--- src/rtl/evt_fifo_pkg.sv ---
// Shared types and helpers for the event-FIFO drain path.
package evt_fifo_pkg;

    localparam int unsigned DEFAULT_READ_LATENCY = 1;
    localparam int unsigned MAX_READ_LATENCY     = 4;

    // One bit per read-pipeline stage; only the low READ_LATENCY bits are ever set.
    typedef logic [MAX_READ_LATENCY-1:0] inflight_vec_t;

    // Pointer increment that wraps at modulus-1 back to 0 (modulus need not be a power of two).
    function automatic int unsigned wrap_inc(input int unsigned ptr, input int unsigned modulus);
        return (ptr + 1 >= modulus) ? 32'd0 : ptr + 1;
    endfunction

endpackage

--- src/rtl/evt_skid_buffer.sv ---
// Circular register FIFO holding read words until the downstream consumer accepts them.
module evt_skid_buffer
    import evt_fifo_pkg::*;
#(
    parameter int unsigned DEPTH = 2,
    parameter type         dtype = logic [31:0],
    parameter int unsigned CNT_W = $clog2(DEPTH + 1)
) (
    input  logic             clk_i,
    input  logic             rst_ni,
    input  logic             flush_i,
    input  logic             push_i,
    input  dtype             push_data_i,
    input  logic             pop_i,
    output logic             valid_o,
    output dtype             data_o,
    output logic [CNT_W-1:0] count_o
);

    localparam int unsigned      PtrW    = (DEPTH > 1) ? $clog2(DEPTH) : 1;
    localparam logic [CNT_W-1:0] CntFull = CNT_W'(DEPTH);

    dtype             mem_q [DEPTH];
    logic [PtrW-1:0]  head_q, head_d, tail_q, tail_d;
    logic [CNT_W-1:0] cnt_q, cnt_d;
    logic             do_push, do_pop;

    assign do_push = push_i & ~flush_i;
    assign do_pop  = pop_i & (cnt_q != '0);

    // Next-state for pointers and count; flush empties the buffer outright.
    always_comb begin
        head_d = head_q;
        tail_d = tail_q;
        cnt_d  = cnt_q;
        if (flush_i) begin
            head_d = '0;
            tail_d = '0;
            cnt_d  = '0;
        end else begin
            if (do_push) tail_d = PtrW'(wrap_inc(32'(tail_q), DEPTH));
            if (do_pop)  head_d = PtrW'(wrap_inc(32'(head_q), DEPTH));
            cnt_d = cnt_q + CNT_W'(do_push) - CNT_W'(do_pop);
        end
    end

    // Pointer, count and storage registers; storage is cleared so the head reads 0 after reset.
    always_ff @(posedge clk_i) begin
        if (!rst_ni) begin
            head_q <= '0;
            tail_q <= '0;
            cnt_q  <= '0;
            for (int i = 0; i < int'(DEPTH); i++) mem_q[i] <= '0;
        end else begin
            head_q <= head_d;
            tail_q <= tail_d;
            cnt_q  <= cnt_d;
            if (do_push) mem_q[tail_q] <= push_data_i;
        end
    end

    assign valid_o = (cnt_q != '0);
    assign data_o  = mem_q[head_q];
    assign count_o = cnt_q;

    // A write into a full buffer is only legal when the head word leaves in the same cycle.
    always_ff @(posedge clk_i) begin
        if (rst_ni && !flush_i) begin
            assert (!(push_i && (cnt_q == CntFull) && !pop_i));
        end
    end

endmodule

--- src/rtl/memory_fifo_stream_reader.sv ---
// Drains an SRAM-backed FIFO into a registered valid/ready stream, popping only against credits.
module memory_fifo_stream_reader
    import evt_fifo_pkg::*;
#(
    parameter int unsigned DATA_WIDTH   = 32,
    parameter int unsigned READ_LATENCY = DEFAULT_READ_LATENCY,
    parameter int unsigned BUF_DEPTH    = READ_LATENCY + 1,
    parameter type         dtype        = logic [DATA_WIDTH-1:0],
    parameter int unsigned CNT_W        = $clog2(BUF_DEPTH + 1)
) (
    input  logic             clk_i,
    input  logic             rst_ni,
    input  logic             flush_i,
    input  logic             fifo_empty_i,
    input  logic             fifo_wr_busy_i,
    output logic             fifo_pop_o,
    input  dtype             fifo_data_i,
    output logic             out_valid_o,
    input  logic             out_ready_i,
    output dtype             out_data_o,
    output logic [CNT_W-1:0] occupancy_o
);

    if (READ_LATENCY < 1 || READ_LATENCY > MAX_READ_LATENCY) begin : g_bad_latency
        $error("READ_LATENCY must be in 1..4");
    end
    if (BUF_DEPTH < READ_LATENCY + 1) begin : g_bad_depth
        $error("BUF_DEPTH must be at least READ_LATENCY+1");
    end

    localparam inflight_vec_t StageMask = inflight_vec_t'((1 << READ_LATENCY) - 1);

    inflight_vec_t    inflight_q, inflight_d;
    logic [CNT_W-1:0] buf_cnt, inflight_cnt;
    logic             fire, capture;
    int unsigned      credit_used;

    assign fire         = out_valid_o & out_ready_i;
    assign capture      = inflight_q[READ_LATENCY-1] & ~flush_i;
    assign inflight_cnt = CNT_W'($countones(inflight_q));
    assign occupancy_o  = buf_cnt + inflight_cnt;

    // Credit check: a word leaving this cycle frees its slot, so out_ready_i feeds the pop
    // combinationally to keep 1 word/cycle with the minimum buffer depth.
    always_comb begin
        credit_used = 32'(buf_cnt) + 32'(inflight_cnt) - 32'(fire);
        fifo_pop_o  = ~fifo_empty_i & ~fifo_wr_busy_i & ~flush_i & rst_ni
                    & (credit_used < BUF_DEPTH);
    end

    // Read-latency tracker: shift in each pop, drop everything on flush.
    always_comb begin
        inflight_d = {inflight_q[MAX_READ_LATENCY-2:0], fifo_pop_o} & StageMask;
        if (flush_i) inflight_d = '0;
    end

    // In-flight register; clearing it on reset makes late read data from old pops harmless.
    always_ff @(posedge clk_i) begin
        if (!rst_ni) inflight_q <= '0;
        else         inflight_q <= inflight_d;
    end

    evt_skid_buffer #(
        .DEPTH (BUF_DEPTH),
        .dtype (dtype),
        .CNT_W (CNT_W)
    ) u_skid (
        .clk_i       (clk_i),
        .rst_ni      (rst_ni),
        .flush_i     (flush_i),
        .push_i      (capture),
        .push_data_i (fifo_data_i),
        .pop_i       (fire),
        .valid_o     (out_valid_o),
        .data_o      (out_data_o),
        .count_o     (buf_cnt)
    );

    // The memory port must never see a pop while empty or while a write owns it.
    always_ff @(posedge clk_i) begin
        if (rst_ni) begin
            assert (!(fifo_pop_o && (fifo_empty_i || fifo_wr_busy_i)));
        end
    end

endmodule

--- config.mk ---
export PLATFORM = sky130hd
export DESIGN_NAME = memory_fifo_stream_reader
export DESIGN_NICKNAME = d
export VERILOG_FILES = /design/src/rtl/evt_fifo_pkg.sv /design/src/rtl/evt_skid_buffer.sv /design/src/rtl/memory_fifo_stream_reader.sv
export SDC_FILE = /design/constraint.sdc
export NUM_CORES = 1
export LEC_CHECK = 0
export CAP_MARGIN = 10
export CORE_MARGIN = 2
export CORE_UTILIZATION = 50
export CTS_CLUSTER_SIZE = 16
export DETAILED_ROUTE_END_ITERATION = 16
export PLACE_DENSITY = 0.85
export SLEW_MARGIN = 10
export SYNTH_ARGS = -nofsm -noshare
export SYNTH_HDL_FRONTEND = slang
export SYNTH_SLANG_ARGS = --single-unit
--- constraint.sdc ---
create_clock -name clk_i -period 4.11 [get_ports clk_i]
set_clock_uncertainty 0.15 [all_clocks]
set_input_delay 0.6165 -clock clk_i [delete_from_list [all_inputs] [get_ports clk_i]]
set_output_delay 0.6165 -clock clk_i [all_outputs]
set_load 0.02 [all_outputs]
==> run metrics <==
CTS Buf Count=9; Worst Path Max Fanout=2; WHS Path Cells=2; # IOs=74; Post-route DRC=0; GR Util met3=3.976%; hold path start=u_skid.tail_q; r2r endpoint=inflight_q[0]; worst setup margin=0.1781 ns; # fillers=437; most frequent cells in the layout=clkdlybuf4s50_1, and2_1, edfxtp_1, mux2_2, clkbuf_8; synth warn=0; first-pass GRT wire length=9.425 mm; vias per cell=4.960; final worst path period need=3.932 ns; Leakage=1.582 nW; most common cell after layout, fill and taps aside=clkdlybuf4s50_1; share of cells above drive strength 1=17.23%; synthesized cell area=3133 um^2; Setup crit start kind=primary input; final setup fails=0; RR Startpoint=u_skid.count_o[1]; Syn Nets=258; fin. max-slew vios=0; Max-cap violations=0; cell count after synthesis=214; number of port buffers=73; Max Freq=0.2543 GHz; Synth area leaders=edfxtp_1, and2_1, mux2_2, dfxtp_1, ha_1; die area=6916 um^2; vias in the first global route=1,988; CP endpoint kind=output pin; type of the most critical hold path=flop to flop; sequential area share after synthesis=65.18%; CP arrival=3.17 ns; Antenna Nets Post-Route=0; Mapped Avg Cell Area=14.64 um^2; area taken by multi-input logic gates=1041 um^2; flip-flop and latch count after synthesis=70; FP Rows=28; WHS Endpoint=u_skid.tail_q; CTS tree=done; Root Driver=clkbuf_8; Die X-Extent=83.16 um; Starting Density=52.30%; DP Wirelength=3.721 mm; Max-slew headroom=27.25%; RSZ-0062 raised after global routing=false; antenna cells=0; core area=5991 um^2; outcome=complete, no violations; Crit Path Category=primary input to output pin; Final Cycle Share=95.67%; Worst R2R Path Depth=6; area delta synth->final=32.63%; peak supply drop=0.2224 mV; DRT Pass-1 Iters=4; final std cells w/o fill=371; reg2reg setup slack=1.66 ns; register area=2042 um^2; GRT Resource Usage Total=17.64%; Synth cell types=27; GR Overflow Total=0; Clk pin slew, worst setup/hold paths=0.06 ns; M2 GR Usage=32.62%; Worst Max-Slew Pin Slew=1.087 ns; placed cells=355; Layout Nets=335; GRT Max-Usage Layer=met2; via count=1,840; dominant cell type by area after synthesis=edfxtp_1; Die Ht=83.16 um; gpl congestion=0.7878; initial antenna violation count=0; CTS Buffer Depth=2; met1 GRT Util=18.84%; Critical Path RT=3.34 ns; Hold Fails Final Rpt=0; CTS Sinks=70; clock latency on the worst-skew pair=0.32 ns; number of DRC markers in iteration 0=66; wire per inst=15.56 um; top-area cell type share of the netlist area=61.34%; total wire length=5.771 mm; pre-CTS setup slack=-0.1136 ns; largest net degree at the start of global routing=33; Power per Cell Area=362.5 nW/um^2; H-tree levels=3
synthesized netlist by cell type, drive strengths merged:
cell type	instances
ha	5
fa	1
xnor2	4
dfxtp	6
o21ai	1
nor3b	1
nand2b	3
mux2	32
nor2b	2
o21a	2
nand2	1
nor2	4
edfxtp	64
xor2	1
or2b	1
a21oi	1
or4	1
buf	3
clkbuf	8
and2b	1
and3	1
nor3	2
inv	4
and2	65
layer usage:
metal  up-vias  routed length, um  part of all wire (%)
li1        903                  -                     -
met1       887               2382                    41
met2        41               3029                    52
met3         9                254                   4.4
met4         0                104                   1.8
met5         -                  0                     0
final cells by class:
cell class                      count  share of cell area, %
Clock inverter                      6                  1.837
Inverter                            4                 0.3613
Timing Repair Buffer               77                  18.28
Clock buffer                       10                  3.071
Multi-Input combinational cell    129                  25.05
Tap cell                           75                  2.258
Sequential cell                    70                  49.14
metrics by stage:
step	util, %	hold slack [ns]	instance area (um^2)	power [mW]	setup TNS (ns)
floorplan	-	0.3003	3133	0.8726	0
global placement	65.98	0.3201	3953	0.9493	-0.07021
detailed placement	65.98	0.3470	3953	0.9526	-0.1136
CTS	69.36	0.3627	4155	1.516	0
global route	69.36	0.4087	4155	1.553	0
finish	69.36	0.3622	4155	1.506	0
worst max path at each step:
stage | slack, ns | start | end
CTS | 0.15 | out_ready_i | fifo_pop_o
global placement | -0.07 | out_ready_i | fifo_pop_o
detailed placement | -0.11 | out_ready_i | fifo_pop_o
floorplan | 0.58 | flush_i | u_skid.mem_q[0][0]
global route | 0.08 | out_ready_i | fifo_pop_o
finish | 0.18 | out_ready_i | fifo_pop_o
cells by family after synthesis:
group,synth area share (%)
simple gates,16.45
flops,65.18
mux,11.50
buf+inv,2.036
fa+ha+maj,2.636
xor+xnor,1.398
compound gates,0.7983
power by group:
part | internal [mW] | switching [mW] | total (mW)
Sequential | 0.800 | 0.00677 | 0.807
Combinational | 0.0717 | 0.0571 | 0.129
Clock | 0.335 | 0.236 | 0.570
critical path: stages:
cell	delay [ns]
clkdlybuf4s50_1	0.47
o21a_1	0.14
ha_1	0.23
nor2b_1	0.21
fa_1	0.47
or4_4	0.49
nor3_1	0.18
dlygate4sd2_1	0.35
sequential cells by signal (all words and copies together), names as in the netlist, named ones only:
register        count
u_skid.tail_q       1
inflight_q          1
u_skid.count_o      2
u_skid.mem_q       64
u_skid.head_q       1
what timing repair did:
action | CTS | global route
hold buffers | 0 | 0
resized for setup | 1 | 0
buffers inserted | 0 | 0
endpoints found under the setup margin | 1 | 0
No activity file was read; power rests on OpenSTA's default activity.
